--- config.mk ---
export PLATFORM = sky130hd
export DESIGN_NAME = sipo_deser_fifo
export DESIGN_NICKNAME = d
export VERILOG_FILES = /design/src/rtl/sipo_pkg.sv /design/src/rtl/sipo_sync_fifo.sv /design/src/rtl/sipo_deser_fifo.sv
export SDC_FILE = /design/constraint.sdc
export NUM_CORES = 1
export LEC_CHECK = 0
export BUFFER_PORTS_ARGS = -buffer_cell sky130_fd_sc_hd__buf_2
export CAP_MARGIN = 15
export CORE_ASPECT_RATIO = 0.75
export CORE_MARGIN = 1
export CORE_UTILIZATION = 56
export CTS_CLUSTER_DIAMETER = 30
export DETAILED_ROUTE_END_ITERATION = 8
export PLACE_DENSITY = 0.77
export RECOVER_POWER = 25
export SETUP_SLACK_MARGIN = 0.15
export SYNTH_ARGS = -nofsm -noshare
export SYNTH_HDL_FRONTEND = slang
export SYNTH_HIERARCHICAL = 1
export SYNTH_SLANG_ARGS = --single-unit
--- constraint.sdc ---
create_clock -name sck -period 2.4 [get_ports sck]
set_clock_uncertainty 0.05 [all_clocks]
set_input_delay 0.12 -clock sck [delete_from_list [all_inputs] [get_ports sck]]
set_output_delay 0.12 -clock sck [all_outputs]
set_load 0.01 [all_outputs]
--- src/rtl/sipo_pkg.sv ---
// Shared constants and types for the serial-in/parallel-out deserialiser slice.
// Word width, FIFO depth, bit-order enum and the bit-counter width helper.
package sipo_pkg;

  localparam int DEFAULT_WIDTH = 4;
  localparam int DEFAULT_DEPTH = 4;

  typedef enum logic {
    ORDER_LSB_FIRST = 1'b0,
    ORDER_MSB_FIRST = 1'b1
  } bit_order_e;

  // Bits needed to count 0..n-1, never less than one.
  function automatic int cnt_width(input int n);
    return (n > 2) ? $clog2(n) : 1;
  endfunction

endpackage

--- src/rtl/sipo_sync_fifo.sv ---
// Show-ahead synchronous FIFO for assembled words.
// It drops a push when full unless a pop frees a slot in the same cycle, and ignores a pop while empty.
module sipo_sync_fifo #(
  parameter int WIDTH = 4,
  parameter int DEPTH = 4
) (
  input  logic                         clk,
  input  logic                         rst,
  input  logic                         push,
  input  logic                         pop,
  input  logic [WIDTH-1:0]             wdata,
  output logic [WIDTH-1:0]             rdata,
  output logic                         empty,
  output logic [$clog2(DEPTH+1)-1:0]   fill,
  output logic                         dropped
);

  localparam int AW = $clog2(DEPTH);
  localparam int FW = $clog2(DEPTH+1);
  localparam logic [FW-1:0] FULL_CNT = FW'(DEPTH);

  logic [WIDTH-1:0] mem [DEPTH];
  logic [AW-1:0]    wr_ptr;
  logic [AW-1:0]    rd_ptr;
  logic             full;
  logic             do_push;
  logic             do_pop;

  assign empty   = (fill == '0);
  assign full    = (fill == FULL_CNT);
  assign do_pop  = pop && !empty;
  // A full FIFO still accepts a push when the head leaves in the same cycle.
  assign do_push = push && (!full || do_pop);
  assign dropped = push && !do_push;
  assign rdata   = empty ? '0 : mem[rd_ptr];

  // NOTE: storage has no reset; the pointers define validity and rdata is gated while empty.
  always_ff @(posedge clk) begin
    if (do_push) mem[wr_ptr] <= wdata;
  end

  // NOTE: non-blocking assignments keep every register reading the pre-edge values.
  always_ff @(posedge clk) begin
    if (rst) begin
      wr_ptr <= '0;
      rd_ptr <= '0;
      fill   <= '0;
    end else begin
      if (do_push) wr_ptr <= wr_ptr + 1'b1;
      if (do_pop)  rd_ptr <= rd_ptr + 1'b1;
      if (do_push && !do_pop)      fill <= fill + 1'b1;
      else if (do_pop && !do_push) fill <= fill - 1'b1;
    end
  end

endmodule

--- src/rtl/sipo_deser_fifo.sv ---
// Serial-to-parallel deserialiser: shifts mosi on sck, then pushes each completed word into a show-ahead FIFO.
// It also produces a one-cycle completion pulse and a sticky overflow flag for dropped words.
module sipo_deser_fifo
  import sipo_pkg::*;
#(
  parameter int WIDTH     = DEFAULT_WIDTH,
  parameter int DEPTH     = DEFAULT_DEPTH,
  parameter bit MSB_FIRST = 1'b1
) (
  input  logic                         sck,
  input  logic                         ss,
  input  logic                         mosi,
  input  logic                         ready,
  input  logic                         done,
  input  logic                         word_ack,
  input  logic                         clear_ovf,
  output logic                         pulse,
  output logic                         word_valid,
  output logic [WIDTH-1:0]             word_data,
  output logic [$clog2(DEPTH+1)-1:0]   fill,
  output logic                         overflow
);

  localparam int CW = cnt_width(WIDTH);
  localparam logic [CW-1:0] LAST_BIT = CW'(WIDTH - 1);
  localparam bit_order_e ORDER = MSB_FIRST ? ORDER_MSB_FIRST : ORDER_LSB_FIRST;

  logic [WIDTH-1:0] shift_reg;
  logic [WIDTH-1:0] next_word;
  logic [CW-1:0]    bit_cnt;
  logic             shift_en;
  logic             complete;
  logic             fifo_empty;
  logic             dropped;

  assign shift_en = ready && !done;
  assign complete = shift_en && (bit_cnt == LAST_BIT);

  // NOTE: both branches assign next_word, so no latch is inferred.
  always_comb begin
    if (ORDER == ORDER_MSB_FIRST) next_word = {shift_reg[WIDTH-2:0], mosi};
    else                          next_word = {mosi, shift_reg[WIDTH-1:1]};
  end

  always_ff @(posedge sck) begin
    if (ss) begin
      shift_reg <= '0;
      bit_cnt   <= '0;
      pulse     <= 1'b0;
      overflow  <= 1'b0;
    end else begin
      pulse <= complete;
      if (shift_en) begin
        shift_reg <= next_word;
        bit_cnt   <= complete ? '0 : bit_cnt + 1'b1;
      end
      // A drop beats a simultaneous clear so no lost word goes unreported.
      if (dropped)        overflow <= 1'b1;
      else if (clear_ovf) overflow <= 1'b0;
    end
  end

  sipo_sync_fifo #(
    .WIDTH (WIDTH),
    .DEPTH (DEPTH)
  ) u_fifo (
    .clk     (sck),
    .rst     (ss),
    .push    (complete),
    .pop     (word_ack),
    .wdata   (next_word),
    .rdata   (word_data),
    .empty   (fifo_empty),
    .fill    (fill),
    .dropped (dropped)
  );

  assign word_valid = !fifo_empty;

endmodule

==> flow_results.org, run 1 <==
** Worst hold path
- Count of cells along the worst hold path :: 4
- The tightest min-delay check is of the input port to register type.
- Min-delay src :: clear_ovf

** Worst setup path
- Launching element of the worst setup path :: u_fifo/fill[0]
- Count of cells along the worst register-to-register path :: 8
- Crit path cell chain :: nor4b_2 -> nor2b_4 -> ha_2 -> inv_1 -> fa_2 -> xor2_1 -> or3_1 -> a21oi_2
- Longest individual stage delay on the worst path :: 530 ps
- Critical path endpoint category :: register
- Req. time, crit path :: 2610 ps
- Across all register-to-register paths, the minimum setup slack is 290 ps.
- The worst register-to-register path begins at u_fifo/fill[0].
- STA classifies the critical path startpoint as a register.
- Category of the critical setup timing path :: register to register
- Data arrival time of the worst path :: 2320 ps
- Standard cell with the maximum stage delay on the critical path :: sky130_fd_sc_hd__dfxtp_1
- Along the worst path, the maximum fanout reaches 6.

** Final layout
- N_diodes :: 0
- Post-layout utilization of the core :: 68.78%
- Number of nets in the layout :: 138
- Number of flip-flops in the largest register :: 16
- Cells with a size suffix above 1 make up 36.80% of the layout.
- Compared with the post-synthesis result, the final layout area differs by 14.84%.

** Timing
- RSZ-0062 raised after global routing :: false
- Slew Limit Fails :: 0
- Final total negative setup slack :: 0 ps
- Based on the critical path, the design can be clocked at up to 472.8 MHz.
- For the pin with the worst max-slew slack, the measured transition is 648.4 ps.
- Endpoints failing setup :: 0
- Normalized max-slew margin :: 56.44%
- After layout, the minimum clock period comes to 2115 ps.
- In the finished design, the share of the clock period the worst path needs comes to 88.12%.
- Number of failing hold endpoints at the final stage :: 0

** Clock tree
- Clock tree from TritonCTS :: built
- TritonCTS sink count :: 32
- After clock tree synthesis, the setup repair step added 0 buffers.
- Number of buffers created by CTS :: 5
- Clock-pin slew was measured on the worst setup and hold paths at 90 ps.
- CTS built an H-tree with a depth of 2.
- Worst-case clock buffer depth :: 2
- Master cell of the clock root buffer :: sky130_fd_sc_hd__clkbuf_4
- Clock latency reported for the late side of the worst-skew pair :: 320 ps

** GRT
- The initial antenna violation count is 0.
- The via count of the first global-routing pass is 685.
- Maximum number of pins on one net before global-route repair :: 18
- Aggregate global-route resource usage :: 16.98%
- Summed over all layers, the global routing overflow is 0.
- Global-route wire length before repair :: 3105 µm

** Floorplanning
- Measured along the y axis, the die boundary spans 45.03 µm.
- Measured along the x axis, the die boundary spans 59.38 µm.
- For this configuration, the core starts out at a cell density of 59.89%.
- Area of the core :: 2308 µm²
- IO Pins :: 17
- The die covers 2674 µm².
- After floorplanning, the core was divided into 15 placement rows.

** Synthesis
- Cell count after synthesis :: 101
- Count of unique library cells instantiated by Yosys :: 26
- Yosys printed 6 warnings.
- Sequential cells were found to cover 57.92% of the synthesized design area.
- Synthesized net count :: 115
- Yosys reg bits :: 32
- Each instance of the synthesized netlist takes up on average 13.69 µm².
- The cell area that synthesis handed to floorplanning was 1383 µm².

** Place
- Detail Placement HPWL :: 1453 µm
- During placement, the flow inserted port buffers numbering 16.
- The congestion estimate from routability-driven global placement came to 0.7410.

** Pwr
- In this run the power density over the cells is 833.4 nW/µm².
- Summed over all cells, the static leakage comes to 0.0006363 µW.
- Peak ir drop on the vdd network :: 0.5079 mV

** Job
- MaxCap Viol Count :: 0

** Route
- Via count normalized by instance count :: 4.943
- Once detail routing completed, the nets flagged for antenna violations numbered 0.
- For this block, the via count after detailed routing is 786.
- Final WL :: 1997 µm
- For this run, design rule violations remaining after detail routing come to 0.
- Drt first pass iters :: 4
- Wire length per cell :: 12.56 µm
- Initial DRC Count :: 14

** Run status
- The run finished with clean final reports.
[final timing paths]
kind,endpoint
max,u_fifo/fill[2]
min,overflow
max reg2reg,u_fifo/fill[2]
min reg2reg,u_fifo/rd_ptr[1]
[report_power, final]
group          internal [µW]  total (µW)  switching (µW)
logic                    201         381             180
clock network            107         277             170
registers                606         665            59.6
total                    914        1320             410
[critical path, delay by kind of cell, from the launching register on]
| family | cells | cell delay (ps) |
|---|---|---|
| adder cells (fa/ha/maj) | 2 | 530 |
| AO/OA/AOI/OAI | 1 | 140 |
| XOR/XNOR | 1 | 150 |
| buffers and inverters | 1 | 50 |
| flip-flops | 1 | 530 |
| AND/OR/NAND/NOR | 3 | 590 |
[logic make-up (layout without fill, tap and decap cells)]
| kind of cell | Yosys count | count (layout) | synth area share (%) |
|---|---|---|---|
| multiplexers | 12 | 12 | 12.67 |
| adder cells (fa/ha/maj) | 7 | 7 | 6.878 |
| AND/OR/NAND/NOR | 33 | 33 | 15.02 |
| buffers and inverters | 8 | 32 | 3.258 |
| XOR/XNOR | 3 | 3 | 1.901 |
| flip-flops | 32 | 32 | 57.92 |
| AO/OA/AOI/OAI | 6 | 6 | 2.353 |
[Yosys cell counts]
library cell               instances  area, µm²
sky130_fd_sc_hd__nor2b_1           1      6.260
sky130_fd_sc_hd__a21oi_1           3      15.01
sky130_fd_sc_hd__nor2_1           13      48.80
sky130_fd_sc_hd__nor3_1            1      5.000
sky130_fd_sc_hd__dfxtp_1          16      320.3
sky130_fd_sc_hd__edfxtp_1         16      480.5
sky130_fd_sc_hd__xor2_1            3      26.28
sky130_fd_sc_hd__mux2i_1           7      70.07
sky130_fd_sc_hd__inv_1             5      18.77
sky130_fd_sc_hd__nand2_1           1      3.750
sky130_fd_sc_hd__mux2_4            1      15.01
sky130_fd_sc_hd__buf_6             2      22.52
sky130_fd_sc_hd__fa_1              1      20.02
sky130_fd_sc_hd__or3_1             1      6.260
sky130_fd_sc_hd__clkbuf_1          1      3.750
sky130_fd_sc_hd__nand2b_1          2      12.51
sky130_fd_sc_hd__nor2b_4           2      27.53
sky130_fd_sc_hd__ha_1              6      75.07
sky130_fd_sc_hd__o31ai_1           1      7.510
sky130_fd_sc_hd__or3_2             1      7.510
sky130_fd_sc_hd__and2_4            1      8.760
sky130_fd_sc_hd__o21ai_0           2      10.01
sky130_fd_sc_hd__nor4b_2           1      15.01
sky130_fd_sc_hd__mux4_2            4      90.09
sky130_fd_sc_hd__and2_1            5      31.28
sky130_fd_sc_hd__and2b_2           4      35.03
[what timing repair did]
action / CTS / global route
setup endpoints to repair: 1 / 1
hold buffers: 1 / 0
gates resized for setup: 1 / 8
hold endpoints to repair: 4 / 0
[metal layers]
layer  part of all wire (%)  vias to the layer above  GRT usage [%]
met5                      0                        -              0
met4                    1.5                        0          7.143
met3                    3.7                        4          6.877
met2                     44                       20          24.27
met1                     51                      364          23.05
li1                       -                      398              -
[through the flow]
stage | area, µm² | total power (µW) | hold slack, ps | cells | setup slack, ps
final | 1588 | 1323 | 49.33 | 159 | 285.1
after global routing | 1588 | 1403 | 75.13 | 159 | 178.7
after CTS | 1558 | 1302 | 50.07 | 159 | 165.6
after detailed placement | 1494 | 1026 | 323.4 | 150 | 138.6
after global placement | 1494 | 1020 | 325.8 | 150 | 233.1
after floorplan | 1383 | 906.5 | 134.3 | 101 | 237.7
[cells in the final DEF (no fill, tap or decap), drive strengths merged, types with 3 or more instances in the layout]
cell type / n
clkinv: 3
edfxtp: 16
buf: 18
inv: 5
dfxtp: 16
ha: 6
and2b: 4
a21oi: 3
mux4: 4
and2: 6
xor2: 3
clkbuf: 5
nor2b: 3
nor2: 13
mux2i: 7
[area by class of cell]
cell class	count	area [µm²]
Clock inverter	3	13.76
Timing Repair Buffer	19	105.1
Multi-Input combinational cell	61	566.8
Tap cell	34	42.54
Fill cell	179	720.7
Inverter	5	18.77
Sequential cell	32	803.3
Clock buffer	5	37.54
(Power assumes the default switching activity.)
==> run 2, diff against run 1 <==
--- a/config.mk
+++ b/config.mk
@@ -5,13 +5,14 @@
 export SDC_FILE = /design/constraint.sdc
 export NUM_CORES = 1
 export LEC_CHECK = 0
+export ABC_CLOCK_PERIOD_IN_PS = 2400
 export BUFFER_PORTS_ARGS = -buffer_cell sky130_fd_sc_hd__buf_2
 export CAP_MARGIN = 15
-export CORE_ASPECT_RATIO = 0.75
 export CORE_MARGIN = 1
 export CORE_UTILIZATION = 56
 export CTS_CLUSTER_DIAMETER = 30
 export DETAILED_ROUTE_END_ITERATION = 8
+export HOLD_SLACK_MARGIN = 0.1
 export PLACE_DENSITY = 0.77
 export RECOVER_POWER = 25
 export SETUP_SLACK_MARGIN = 0.15
==> flow_results.org, run 2 (same netlist as run 1, synthesis figures left out) <==
** Run status
- Run status: complete, no violations (unchanged).

** Route
- Final WL :: 2054 µm (was 1997 µm)
- The count of vias placed by the detailed router is 792 (was 786).
- Drt first pass iters :: 4 (unchanged)
- Via count normalized by instance count :: 5.110 (was 4.943)
- Residual DRC count :: 0 (unchanged)
- The DRC marker count from the first detailed-route iteration came to 17 (was 14).
- Wire length per cell :: 13.25 µm (was 12.56 µm)
- Antenna-violating nets left :: 0 (unchanged)

** Floorplanning
- IO Pins :: 17 (unchanged)
- Die footprint :: 2671 µm² (was 2674 µm²)
- The number of placement rows is 17 (was 15).
- Width of the die :: 51.69 µm (was 59.38 µm)
- Initial Util :: 60.75% (was 59.89%)
- Area of the core :: 2276 µm² (was 2308 µm²)
- Height of the die :: 51.69 µm (was 45.03 µm)

** Worst setup path
- The category of the critical setup timing path is register to register (unchanged).
- The type of destination of the critical path is a register (unchanged).
- The launching point of the worst reg2reg path is bit_cnt[0] (was u_fifo/fill[0]).
- R2r endpoint :: u_fifo/fill[2] (unchanged)
- Count of cells along the worst register-to-register path :: 9 (was 8)
- Req. time, crit path :: 2610 ps (about the same)
- Data arrival time of the worst path :: 2340 ps (was 2320 ps)
- The maximum fanout encountered on the critical timing path is 3 (was 6).
- Critical Path Start Type :: register (unchanged)
- The source of the critical timing path was bit_cnt[0] (was u_fifo/fill[0]).
- Slack of the worst reg-to-reg path :: 270 ps (was 290 ps)

** Final layout
- The count of antenna diodes in the layout was 0 (unchanged).
- Post-layout utilization of the core :: 69.60% (was 68.78%)
- Fraction of layout cells with a size suffix above 1 :: 34.65% (was 36.80%)
- Seq. cell area :: 803.3 µm² (unchanged)
- The flip-flop count of the largest register, all copies and words added was 16 (unchanged).
- The relative area change from synthesis to final layout came to 14.57% (was 14.84%).
- The number of nets in the layout was 140 (was 138).
- Leaving out fill and tap cells, the most frequent cell in the layout is sky130_fd_sc_hd__edfxtp_1.
- The area used by multi-input combinational logic came to 555.5 µm² (was 566.8 µm²).
- Most frequent cells in the layout: sky130_fd_sc_hd__edfxtp_1, sky130_fd_sc_hd__buf_2, sky130_fd_sc_hd__dfxtp_1 (was sky130_fd_sc_hd__buf_2, sky130_fd_sc_hd__edfxtp_1, sky130_fd_sc_hd__dfxtp_1).
- Fill cell count :: 166 (was 179)
- The post-route cell area came to 1584 µm² (was 1588 µm²).

** Clock tree
- Master cell of the clock root buffer :: sky130_fd_sc_hd__clkbuf_4 (unchanged)
- TritonCTS sink count :: 32 (unchanged)
- Clock latency reported for the late side of the worst-skew pair :: 320 ps (about the same)
- The number of CTS-inserted buffers is 5 (unchanged).
- Clock tree from TritonCTS :: built (unchanged)
- The maximum count of clock buffers along a single path came to 2 (unchanged).
- H-tree depth :: 2 (unchanged)
- Clock-pin slew on the worst setup and hold paths :: 90 ps (about the same)

** Place
- The number of I/O port buffers is 16 (unchanged).
- Routability Congestion :: 0.7435 (was 0.7410)
- Detail Placement HPWL :: 1408 µm (was 1453 µm)
- The standard cell area after detailed placement was 1486 µm² (was 1494 µm²).

** Worst hold path
- Worst min path class :: input port to register (unchanged)
- The worst hold endpoint was u_fifo/fill[1] (was overflow).
- The start point of the worst hold path is ss (was clear_ovf).
- Count of cells along the worst hold path :: 2 (was 4)

** GRT
- Global-route wire length before repair :: 3277 µm (was 3105 µm)
- The via count of the first global-routing pass was 708 (was 685).
- The maximum number of pins on one net before global-route repair came to 18 (unchanged).
- Aggregate global-route resource usage :: 18.22% (was 16.98%)
- The initial antenna violation count was 0 (unchanged).
- GRT Residual Overflow :: 0 (unchanged)

** Timing
- Number of failing hold endpoints at the final stage :: 0 (unchanged)
- The number of slew-limit violations in the final report was 0 (unchanged).
- Transition time at the pin with the least slew margin :: 554.3 ps (was 648.4 ps)
- Final total negative setup slack :: 0 ps (unchanged)
- Final worst path period need :: 2132 ps (was 2115 ps)
- Normalized max-slew margin :: 62.76% (was 56.44%)
- The total of endpoints with negative setup slack in the final report was 0 (unchanged).
- RSZ-0062 raised after global routing :: false (unchanged)
- The share of the cycle needed by the critical path after routing came to 88.82% (was 88.12%).
- FMAX :: 469.1 MHz (was 472.8 MHz)

** Pwr
- The leakage power summed over all cells is 0.0006390 µW (was 0.0006363 µW).
- The maximum VDD drop came to 0.5449 mV (was 0.5079 mV).
- The total power divided by cell area was 829.8 nW/µm² (was 833.4 nW/µm²).

** Job
- MaxCap Viol Count :: 0 (unchanged)
## run 2: cell types whose count changed in the layout (fill, tap and decap cells not counted), sizes merged
cell | previous run | this run
clkbuf | 5 | 8
clkinv | 3 | 1
dlygate4sd3 | 1 | 2
## run 2: area by class of cell
type / instances / share of cell area (%)
clock buffers: 7 / 2.844
clock inverters: 1 / 0.3160
inverters: 5 / 1.185
multi-input cells: 61 / 35.07
flip-flops and latches: 32 / 50.71
well taps: 28 / 2.212
repair buffers: 21 / 7.662
## run 2: repair_timing
item,CTS,global route
gates resized for setup,1,6
hold buffers,2,0
pin swaps,0,0
setup buffers,0,1
setup endpoints to repair,1,1
endpoints found under the hold margin,6,0
## run 2: worst max path at each step
stage	to	slack, ps	cells after the start
2_1_floorplan	u_fifo/fill[2]	240	10
3_3_place_gp	u_fifo/fill[2]	250	9
3_5_place_dp	u_fifo/fill[2]	180	9
4_1_cts	u_fifo/fill[2]	180	7
5_1_grt	u_fifo/fill[2]	150	9
6_report	u_fifo/fill[2]	270	9
## run 2: power breakdown
part / switching (µW) / internal (µW)
combinational: 179 / 193
clock: 168 / 114
sequential: 54.4 / 606
total: 401 / 913
## run 2: through the flow
step	std cells	hold slack, ps	worst slack, ps	total power [µW]
5_1_grt	155	115.3	149.4	1397
2_1_floorplan	101	134.3	237.7	906.5
4_1_cts	154	111.5	180.6	1308
3_3_place_gp	144	305.1	250.2	1012
3_5_place_dp	144	311.9	179.6	1021
6_report	155	121.0	268.4	1314
## run 2: worst max-delay path: stages (launching register included)
cell	delay, ps
sky130_fd_sc_hd__dfxtp_2	340
sky130_fd_sc_hd__ha_1	160
sky130_fd_sc_hd__and2_4	150
sky130_fd_sc_hd__nor2b_4	150
sky130_fd_sc_hd__ha_2	190
sky130_fd_sc_hd__inv_1	50
sky130_fd_sc_hd__fa_1	370
sky130_fd_sc_hd__xor2_1	160
sky130_fd_sc_hd__or3_1	320
sky130_fd_sc_hd__a21oi_2	140
## run 2: routing by layer
metal,up-vias,GRT usage [%],wire length [µm]
met5,-,0,0
met4,0,8.108,40
met3,5,8.772,92
met2,24,26.41,922
met1,365,23.00,999
li1,398,-,-
